===== config.mk =====
export PLATFORM = sky130hd
export DESIGN_NAME = subleq_input_fifo
export DESIGN_NICKNAME = d
export VERILOG_FILES = /design/src/rtl/subleq_input_fifo_pkg.sv /design/src/rtl/subleq_fifo_ram.sv /design/src/rtl/subleq_input_fifo.sv
export SDC_FILE = /design/constraint.sdc
export NUM_CORES = 1
export LEC_CHECK = 0
export ABC_AREA = 1
export CAP_MARGIN = 5
export CORE_MARGIN = 1
export CORE_UTILIZATION = 40
export DETAILED_ROUTE_END_ITERATION = 10
export GPL_TIMING_DRIVEN = 0
export PLACE_DENSITY_LB_ADDON = 0.1
export SLEW_MARGIN = 20
export SYNTH_ARGS = -nofsm -noshare
export SYNTH_HDL_FRONTEND = slang
export SYNTH_HIERARCHICAL = 1
export SYNTH_SLANG_ARGS = --single-unit

===== constraint.sdc =====
create_clock -name clk -period 1.9 [get_ports clk]
set_clock_uncertainty 0.2 [all_clocks]
set_input_delay 0.285 -clock clk [delete_from_list [all_inputs] [get_ports clk]]
set_output_delay 0.285 -clock clk [all_outputs]
set_load 0.01 [all_outputs]

===== src/rtl/subleq_input_fifo_pkg.sv =====
// Shared word width and consumer handshake state encodings for the SUBLEQ input stage.
// Pure declarations: no latency, no backpressure.
package subleq_input_fifo_pkg;

  localparam int WORD_SIZE = 16;

  typedef enum logic [1:0] {
    SUBLEQ_IN_IDLE    = 2'd0,
    SUBLEQ_IN_ACK     = 2'd1,
    SUBLEQ_IN_RELEASE = 2'd2
  } in_state_e;

endpackage


===== src/rtl/subleq_fifo_ram.sv =====
// DEPTH x WORD_SIZE word store: synchronous write, combinational read.
// Read data follows raddr in the same cycle; no backpressure (the caller owns full/empty).
module subleq_fifo_ram
  import subleq_input_fifo_pkg::*;
#(
  parameter int DEPTH = 16,
  parameter int PTR_W = $clog2(DEPTH)
) (
  input  logic                 clk,
  input  logic                 we,
  input  logic [PTR_W-1:0]     waddr,
  input  logic [WORD_SIZE-1:0] wdata,
  input  logic [PTR_W-1:0]     raddr,
  output logic [WORD_SIZE-1:0] rdata
);

  logic [WORD_SIZE-1:0] mem [DEPTH];

  always_ff @(posedge clk) begin
    if (we) begin
      mem[waddr] <= wdata;
    end
  end

  assign rdata = mem[raddr];

endmodule


===== src/rtl/subleq_input_fifo.sv =====
// Stream-to-MMIO input buffer: circular FIFO answering a four-phase in_req/in_ack handshake (optional level port: SUBLEQ_IN_LEVEL_EN).
// Ack one cycle after in_req is sampled with data present; push-to-ack at most 2 cycles.
// src_ready is registered: low when full or once the last word has been taken; held-high in_req acks once.
module subleq_input_fifo
  import subleq_input_fifo_pkg::*;
#(
  parameter  int DEPTH = 16,
  localparam int PTR_W = $clog2(DEPTH)
) (
  input  logic                 clk,
  input  logic                 areset,
  input  logic                 src_valid,
  output logic                 src_ready,
  input  logic [WORD_SIZE-1:0] src_data,
  input  logic                 src_last,
  input  logic                 in_req,
  output logic                 in_ack,
  output logic [WORD_SIZE-1:0] in_data,
  output logic                 in_eof
`ifdef SUBLEQ_IN_LEVEL_EN
  ,
  output logic [PTR_W:0]       level
`endif
);

  localparam logic [PTR_W:0] FULL_CNT = (PTR_W + 1)'(DEPTH);

  logic [PTR_W-1:0]     wr_ptr;
  logic [PTR_W-1:0]     rd_ptr;
  logic [PTR_W:0]       count;
  logic [PTR_W:0]       count_next;
  logic                 eof_seen;
  logic                 eof_seen_next;
  logic                 eof_r;
  logic                 push;
  logic                 pop;
  logic                 eof_take;
  logic [WORD_SIZE-1:0] head;
  in_state_e            state;
  in_state_e            state_next;

  subleq_fifo_ram #(
    .DEPTH (DEPTH),
    .PTR_W (PTR_W)
  ) u_ram (
    .clk   (clk),
    .we    (push),
    .waddr (wr_ptr),
    .wdata (src_data),
    .raddr (rd_ptr),
    .rdata (head)
  );

  assign push          = src_valid & src_ready;
  assign eof_seen_next = eof_seen | (push & src_last);

  always_comb begin
    count_next = count;
    if (push && !pop) begin
      count_next = count + 1'b1;
    end else if (pop && !push) begin
      count_next = count - 1'b1;
    end
  end

  // src_ready looks ahead at this cycle's push/pop so a registered ready can never overfill.
  always_ff @(posedge clk or negedge areset) begin
    if (!areset) begin
      wr_ptr    <= '0;
      rd_ptr    <= '0;
      count     <= '0;
      eof_seen  <= 1'b0;
      src_ready <= 1'b0;
      in_data   <= '0;
      eof_r     <= 1'b0;
    end else begin
      if (push) begin
        wr_ptr <= wr_ptr + 1'b1;
      end
      if (pop) begin
        rd_ptr <= rd_ptr + 1'b1;
      end
      count     <= count_next;
      eof_seen  <= eof_seen_next;
      src_ready <= (count_next < FULL_CNT) && !eof_seen_next;
      if (pop) begin
        in_data <= head;
        eof_r   <= 1'b0;
      end else if (eof_take) begin
        in_data <= '0;
        eof_r   <= 1'b1;
      end
    end
  end

  always_ff @(posedge clk or negedge areset) begin
    if (!areset) begin
      state <= SUBLEQ_IN_IDLE;
    end else begin
      state <= state_next;
    end
  end

  always_comb begin
    state_next = state;
    pop        = 1'b0;
    eof_take   = 1'b0;
    case (state)
      SUBLEQ_IN_IDLE: begin
        if (in_req) begin
          if (count != '0) begin
            pop        = 1'b1;
            state_next = SUBLEQ_IN_ACK;
          end else if (eof_seen) begin
            eof_take   = 1'b1;
            state_next = SUBLEQ_IN_ACK;
          end
        end
      end
      SUBLEQ_IN_ACK: begin
        state_next = SUBLEQ_IN_RELEASE;
      end
      SUBLEQ_IN_RELEASE: begin
        if (!in_req) begin
          state_next = SUBLEQ_IN_IDLE;
        end
      end
      default: begin
        state_next = SUBLEQ_IN_IDLE;
      end
    endcase
  end

  always_comb begin
    in_ack = (state == SUBLEQ_IN_ACK);
    in_eof = in_ack & eof_r;
  end

`ifdef SUBLEQ_IN_LEVEL_EN
  assign level = count;
`endif

endmodule

=== After elaboration in Yosys (flattened, before gate mapping) ===
Memories as Yosys holds them, arrays and structs flattened.
Cells that the tools add are included.

* Bits in writable memories: 256
* Bits in registers: 34
* Input bits: 21
* Output and inout bits: 19
* Word-level logic and storage cells: 53
* Memories: 1

{| class="wikitable"
|+ Memory list
! name !! depth !! bits a word !! rd ports !! clocked after memory_dff !! wr ports !! line !! RTL
|-
| u_ram.mem || 16 || 16 || 1 || 0 || 1 || subleq_fifo_ram.sv:17 || <nowiki>logic [WORD_SIZE-1:0] mem [DEPTH];</nowiki>
|}

* Multiplexer cells: 20
* Bitwise gates (word level): 4
* Eq/ne operators: 5
* $add $sub $neg: 4
* Reduce and logical (&&, ||, !) cells: 10
* $lt $le $gt $ge: 1

{| class="wikitable"
|+ Operator list
! operator !! number
|-
| two-way mux 16 bit || 2
|-
| two-way mux 1 bit || 11
|-
| two-way mux 5 bit || 2
|-
| adder 4 x 1 -> 4 bit, second input constant || 2
|-
| two-way mux 2 bit || 4
|-
| one-hot mux 2 bit (3 select lines) || 1
|-
| adder 5 x 1 -> 5 bit, second input constant || 1
|-
| less-than comparator 5 bit, second input constant || 1
|-
| nonzero test 5 bit || 1
|-
| subtractor 5 x 1 -> 5 bit, second input constant || 1
|-
| != test 2 bit, second input constant || 2
|-
| bitwise AND 1 bit || 3
|-
| logical AND 1 bit || 3
|-
| zero test 1 bit || 3
|-
| != test 3 bit, second input constant || 1
|-
| AND reduction 3 bit || 1
|-
| equality test 2 x 1 -> 1 bit, second input constant || 1
|-
| equality test 2 bit, second input constant || 1
|-
| zero test 2 bit || 1
|-
| nonzero test 2 bit || 1
|-
| OR 1 bit || 1
|}

=== Longest topological paths before layout ===
* Depth after elaboration: 9
* Gate-level depth with buffers: 14
* Depth with buffers taken out: 13

=== Hierarchy ===
Netlist, hierarchy kept.

{| class="wikitable"
|+ Modules (own cells, without submodules)
! module !! area an instance (µm²) !! cells each !! times used !! seq. area each (µm²)
|-
| subleq_fifo_ram || 11060.6 || 1058 || 1 || 7687.4
|-
| subleq_input_fifo || 1664.1 || 178 || 1 || 850.8
|}

=== Least setup slack after synthesis ===
No wires, ideal clock.

* Path type: reg-to-reg
* Start point: register src_ready
* End point: memory u_ram.mem[12][0] (enable)
* Clock period less this slack: 2161 ps
* Buffers on the path: 0
* Data arrival time: 1573 ps
* Stages on the path, launching flop included: 5
* Data required time: 1312 ps
* Path slack: -261 ps
* Library setup time: 388 ps
* Cell sequence: dfrtp_1 > nand2_1 > inv_1 > nand3_1 > nor2_1

* Word-level cells in the longest chain between the ends: 3

{| class="wikitable"
|+ Ends and longest elaborated chain
! what !! line !! RTL
|-
| start: declaration || subleq_input_fifo.sv:13 || <nowiki>output logic src_ready,</nowiki>
|-
| start signal: assignment || subleq_input_fifo.sv:85 || <nowiki>src_ready <= (count_next < FULL_CNT) && !eof_seen_next;</nowiki>
|-
| bitwise AND 1 bit || subleq_input_fifo.sv:54 || <nowiki>assign push = src_valid & src_ready;</nowiki>
|-
| net push || subleq_input_fifo.sv:35 || <nowiki>logic push;</nowiki>
|-
| two-way mux 1 bit || subleq_fifo_ram.sv:20 || <nowiki>if (we) begin</nowiki>
|-
| two-way mux 1 bit (implied by the code) || subleq_fifo_ram.sv:21 || <nowiki>mem[waddr] <= wdata;</nowiki>
|-
| end: declaration || subleq_fifo_ram.sv:17 ||
|}

The timed path passes the listed nets, and every way through them passes these cells.

=== Worst setup path after layout ===
* Start point: register count[0]
* End point: register src_ready

* Word-level cells in the longest chain between the ends: 9
* Elaborated cells between the ends (all ways): 13
* Classes of those cells: 2 x add/sub; 1 x order compare; 5 x mux; 5 x reduce/logical

{| class="wikitable"
|+ Ends and longest elaborated chain
! what !! line !! RTL
|-
| start: declaration || subleq_input_fifo.sv:30 || <nowiki>logic [PTR_W:0] count;</nowiki>
|-
| start signal: assignment || subleq_input_fifo.sv:83 || <nowiki>count <= count_next;</nowiki>
|-
| nonzero test 5 bit || subleq_input_fifo.sv:111 || <nowiki>if (count != '0) begin</nowiki>
|-
| two-way mux 1 bit || subleq_input_fifo.sv:111 ||
|-
| two-way mux 1 bit || subleq_input_fifo.sv:110 || <nowiki>if (in_req) begin</nowiki>
|-
| two-way mux 1 bit || subleq_input_fifo.sv:108 || <nowiki>case (state)</nowiki>
|-
| logical AND 1 bit or zero test 1 bit (tied branches) || subleq_input_fifo.sv:61, subleq_input_fifo.sv:59 ||
|-
| two-way mux 5 bit or logical AND 1 bit (tied branches) || subleq_input_fifo.sv:61, subleq_input_fifo.sv:59 ||
|-
| two-way mux 5 bit (*) || subleq_input_fifo.sv:59 || <nowiki>if (push && !pop) begin</nowiki>
|-
| net count_next[4] || subleq_input_fifo.sv:31 || <nowiki>logic [PTR_W:0] count_next;</nowiki>
|-
| less-than comparator 5 bit (*) || subleq_input_fifo.sv:85 ||
|-
| logical AND 1 bit (*) || subleq_input_fifo.sv:85 ||
|}

The timed path passes the listed nets; every way through them passes the cells marked *.
A chain may end at the register's enable or synchronous reset.

==> flow_summary.rst <==
.. list-table::
   :header-rows: 1

   * - Metric
     - Value
   * - Post-route setup slack
     - -0.000898 ns
   * - Number of nets in the synthesized netlist
     - approximately 1300
   * - Initial core utilization
     - 41.2%
   * - Pre-CTS worst setup slack
     - -0.765 ns
   * - CP Buf/Inv Count
     - 2
   * - Net count reported at finish
     - 1382
   * - Static power due to leakage
     - 6.76 nW
   * - Number of flip-flops and latches in the synthesized netlist
     - 290
   * - Maximum ir drop on the vdd rail
     - 0.000805 V
   * - Data arrival time at the worst-slack endpoint
     - 2.16 ns
   * - Non-Filler Cell Area, Final
     - 15600 um2
   * - Cell taking the most area after synthesis
     - edfxtp_1
   * - Total number of yosys warnings
     - 6
   * - Fraction of the yosys area taken by sequential cells
     - about two thirds
   * - Number of buffers inserted during clock tree synthesis
     - 31
   * - Worst-margin pin slew
     - 0.938 ns
   * - Unrepaired setup endpoints after global routing
     - yes
   * - Average vias per placed instance
     - 4.91
   * - Number of instances in the synthesized netlist
     - 1236
   * - DIE AREA
     - 32500 um2
   * - Cells taking the most area after synthesis
     - edfxtp_1, nand2_1, nand3_1
   * - Power density over the cells
     - roughly 1400 nW/um2
   * - Clock-pin slew on the worst setup and hold paths
     - 0.06 ns
   * - GP Congestion
     - 0.821
   * - Delay of the slowest cell on the worst path
     - 0.36 ns
   * - Post-DRT Antenna Nets
     - 0
   * - Category of the worst setup path capture point
     - register
   * - Hold violation total from the final report
     - 0
   * - Most frequent standard cell in the layout excluding fill and tap cells
     - nand2_1
   * - Number of fill cells in the layout
     - 2719
   * - Family of cells with the greatest summed delay on the critical path
     - simple AND/OR/NAND/NOR gates
   * - Final TNS setup
     - -0.000898 ns
   * - Average wire per cell in the routed design
     - slightly below 20 um
   * - Hold Crit Class
     - in2async
   * - Cell area reported after detailed placement
     - 13800 um2
   * - Number of pins exceeding their max-slew limit in the final report
     - 0
   * - Largest driver fanout on the critical path
     - 10
   * - Vias after detailed routing
     - 8693
   * - Router iterations before antenna repair
     - 5
   * - Sinks on the clock net
     - 290
   * - Result of the run
     - finished, violations left
   * - Clock tree from TritonCTS
     - done
   * - Cell repeated most along the worst path
     - nand2_1
   * - Power, Total
     - 22.1 mW
   * - GRT overflow
     - 0
   * - Max Cap Viol
     - 0
   * - Sum of routed wire length over all layers
     - 35.2 mm
   * - Latest clock arrival within the worst-skew pair
     - 0.56 ns
   * - Number of diodes added for antenna fixing
     - 0
   * - Antenna violations before repair
     - 0
   * - Most used cells in the layout excluding fill and tap cells
     - nand2_1, edfxtp_1, inv_1, nand3_1, buf_4
   * - Critical path class
     - reg2reg
   * - Post-Syn Area per Cell
     - around 10 um2
   * - Minimum clock period after layout
     - 1.90 ns
   * - DRC violations left
     - 0
   * - CP max stage cell
     - dfrtp_1
   * - Critical Path, Cell by Cell
     - inv_2, ha_4, nand3_4, nand2_8, buf_12, ha_4, nor2_2, nand3_2, nand2_1, nand2_1, nand2_1, nor2_1
   * - Violations in the final reports
     - negative setup slack
   * - Number of design-rule violations left by the first detailed-router iteration
     - just under 600
   * - Die span in x
     - 180 um
   * - Number of global-route vias before repair
     - 8232
   * - Fmax achieved
     - 526 MHz
   * - Fraction of final layout cells with drive strength greater than 1
     - between 15 and 20%
   * - Setup-violating endpoint count in the final report
     - 1
   * - Hpwl dp
     - 22.8 mm
   * - Distinct cells, synth
     - 31
   * - Rel. slew slack
     - 37.2%
   * - Root cell of the clock tree
     - clkbuf_16
   * - Floorplan die height
     - 180 um
   * - Clk buf depth
     - 3
   * - Type of origin of the critical path
     - register
   * - Floorplan row count
     - 64
   * - Number of buffers added on ports
     - 39
   * - Area growth syn-to-layout
     - 22.4%
   * - Core region area
     - 30900 um2
   * - Number of levels the H-tree was split into
     - 1
   * - Synthesized area
     - between 10000 and 15000 um2
   * - Required time of the critical path
     - 2.16 ns
   * - GRT Total Usage
     - 21.9%
   * - Largest net degree at the start of global routing
     - 30
   * - Top-Level Pins
     - 40
   * - Post-route clock period utilization
     - 100%
   * - Synth top area share
     - 60.4%
   * - Global-route wire length before repair
     - 52.1 mm
## synthesized netlist by cell type
cell type	count
nor3b_1	1
nand3b_1	2
nand2_4	1
nand2_1	394
nand4_1	2
inv_6	1
nand3_1	220
nor2_4	2
nand2_2	10
or2_2	1
o211ai_1	1
nor2_1	24
xnor2_1	5
dfrtp_1	34
nand3_4	1
nand2_8	1
buf_8	1
inv_2	3
a21o_1	1
buf_6	6
clkbuf_1	10
xor2_1	1
ha_1	7
inv_1	205
o21ai_0	5
buf_1	1
a22oi_1	1
edfxtp_1	256
a21oi_1	1
buf_4	18
buf_2	20
## final timing paths
path                       startpoint    endpoint  slack, ns  cells after the start
max in group asynchronous      areset  in_data[8]       0.80                      3
max                          count[0]   src_ready    -0.0009                     12
min reg2reg                in_data[6]  in_data[6]       0.30                      2
max reg2reg                  count[0]   src_ready    -0.0009                     12
min in group clk             src_last    eof_seen       0.15                      2
min                            areset  in_data[4]       0.02                      3
## registers in the layout, summed over array words and instances (netlist names)
register / flops
rd_ptr: 4
wr_ptr: 4
src_ready: 1
eof_seen: 1
in_data: 16
state: 2
u_ram/mem: 256
eof_r: 1
count: 5
## logic make-up (layout without fill, tap and decap cells)
family | after synthesis | after routing | share of synthesized area, %
AOI/OAI and AO/OA | 9 | 9 | 0.413
xor gates and xnor gates | 6 | 6 | 0.413
adders and majority gates | 7 | 7 | 0.688
buffers and inverters | 265 | 405 | 9.03
DFF | 290 | 290 | 67.1
and+or+nand+nor | 659 | 659 | 22.4
## where the power goes
part	switching, mW	total (mW)	leakage, nW	internal, mW
Combinational	5.73	8.84	3.58	3.11
Clock	2.38	5.60	0.452	3.23
Sequential	0.279	7.62	2.73	7.34
## cell type report
type	instances	area (um2)	share of cell area [%]
sequential	290	8540	54.8
clock inverter	17	125	0.803
inverter	209	807	5.18
multi-input combinational	681	3350	21.5
timing repair buffer	85	898	5.77
clock buffer	38	802	5.15
tap	396	495	3.18
buffer	56	556	3.57
## worst min-delay path, stage by stage
cell,delay [ns]
dlygate4sd3_1,0.52
buf_2,0.13
buf_12,0.19
## per-stage QoR
step	hold slack, ns	instances	utilization [%]
4_1_cts	0.00176	1759	49.3
3_5_place_dp	-0.0712	1675	44.6
6_report	0.0240	1772	50.4
3_3_place_gp	0.285	1671	44.4
2_1_floorplan	-0.211	1236	-
5_1_grt	0.0350	1772	50.4
## per-layer routing
metal | track usage, % | vias to the layer above | wire length [um]
met5 | 0 | - | 0
met4 | 6.67 | 0 | 928
met3 | 3.21 | 56 | 2220
met2 | 35.6 | 270 | 16400
met1 | 30.4 | 4134 | 15600
li1 | - | 4233 | -
## what timing repair did
item	in CTS	in global routing
hold buffers	2	0
pin swaps	15	11
hold endpoints to repair	34	0
gates resized for setup	87	62
setup buffers	27	13
setup endpoints to repair	273	223
No activity file was read; power rests on OpenSTA's default activity.
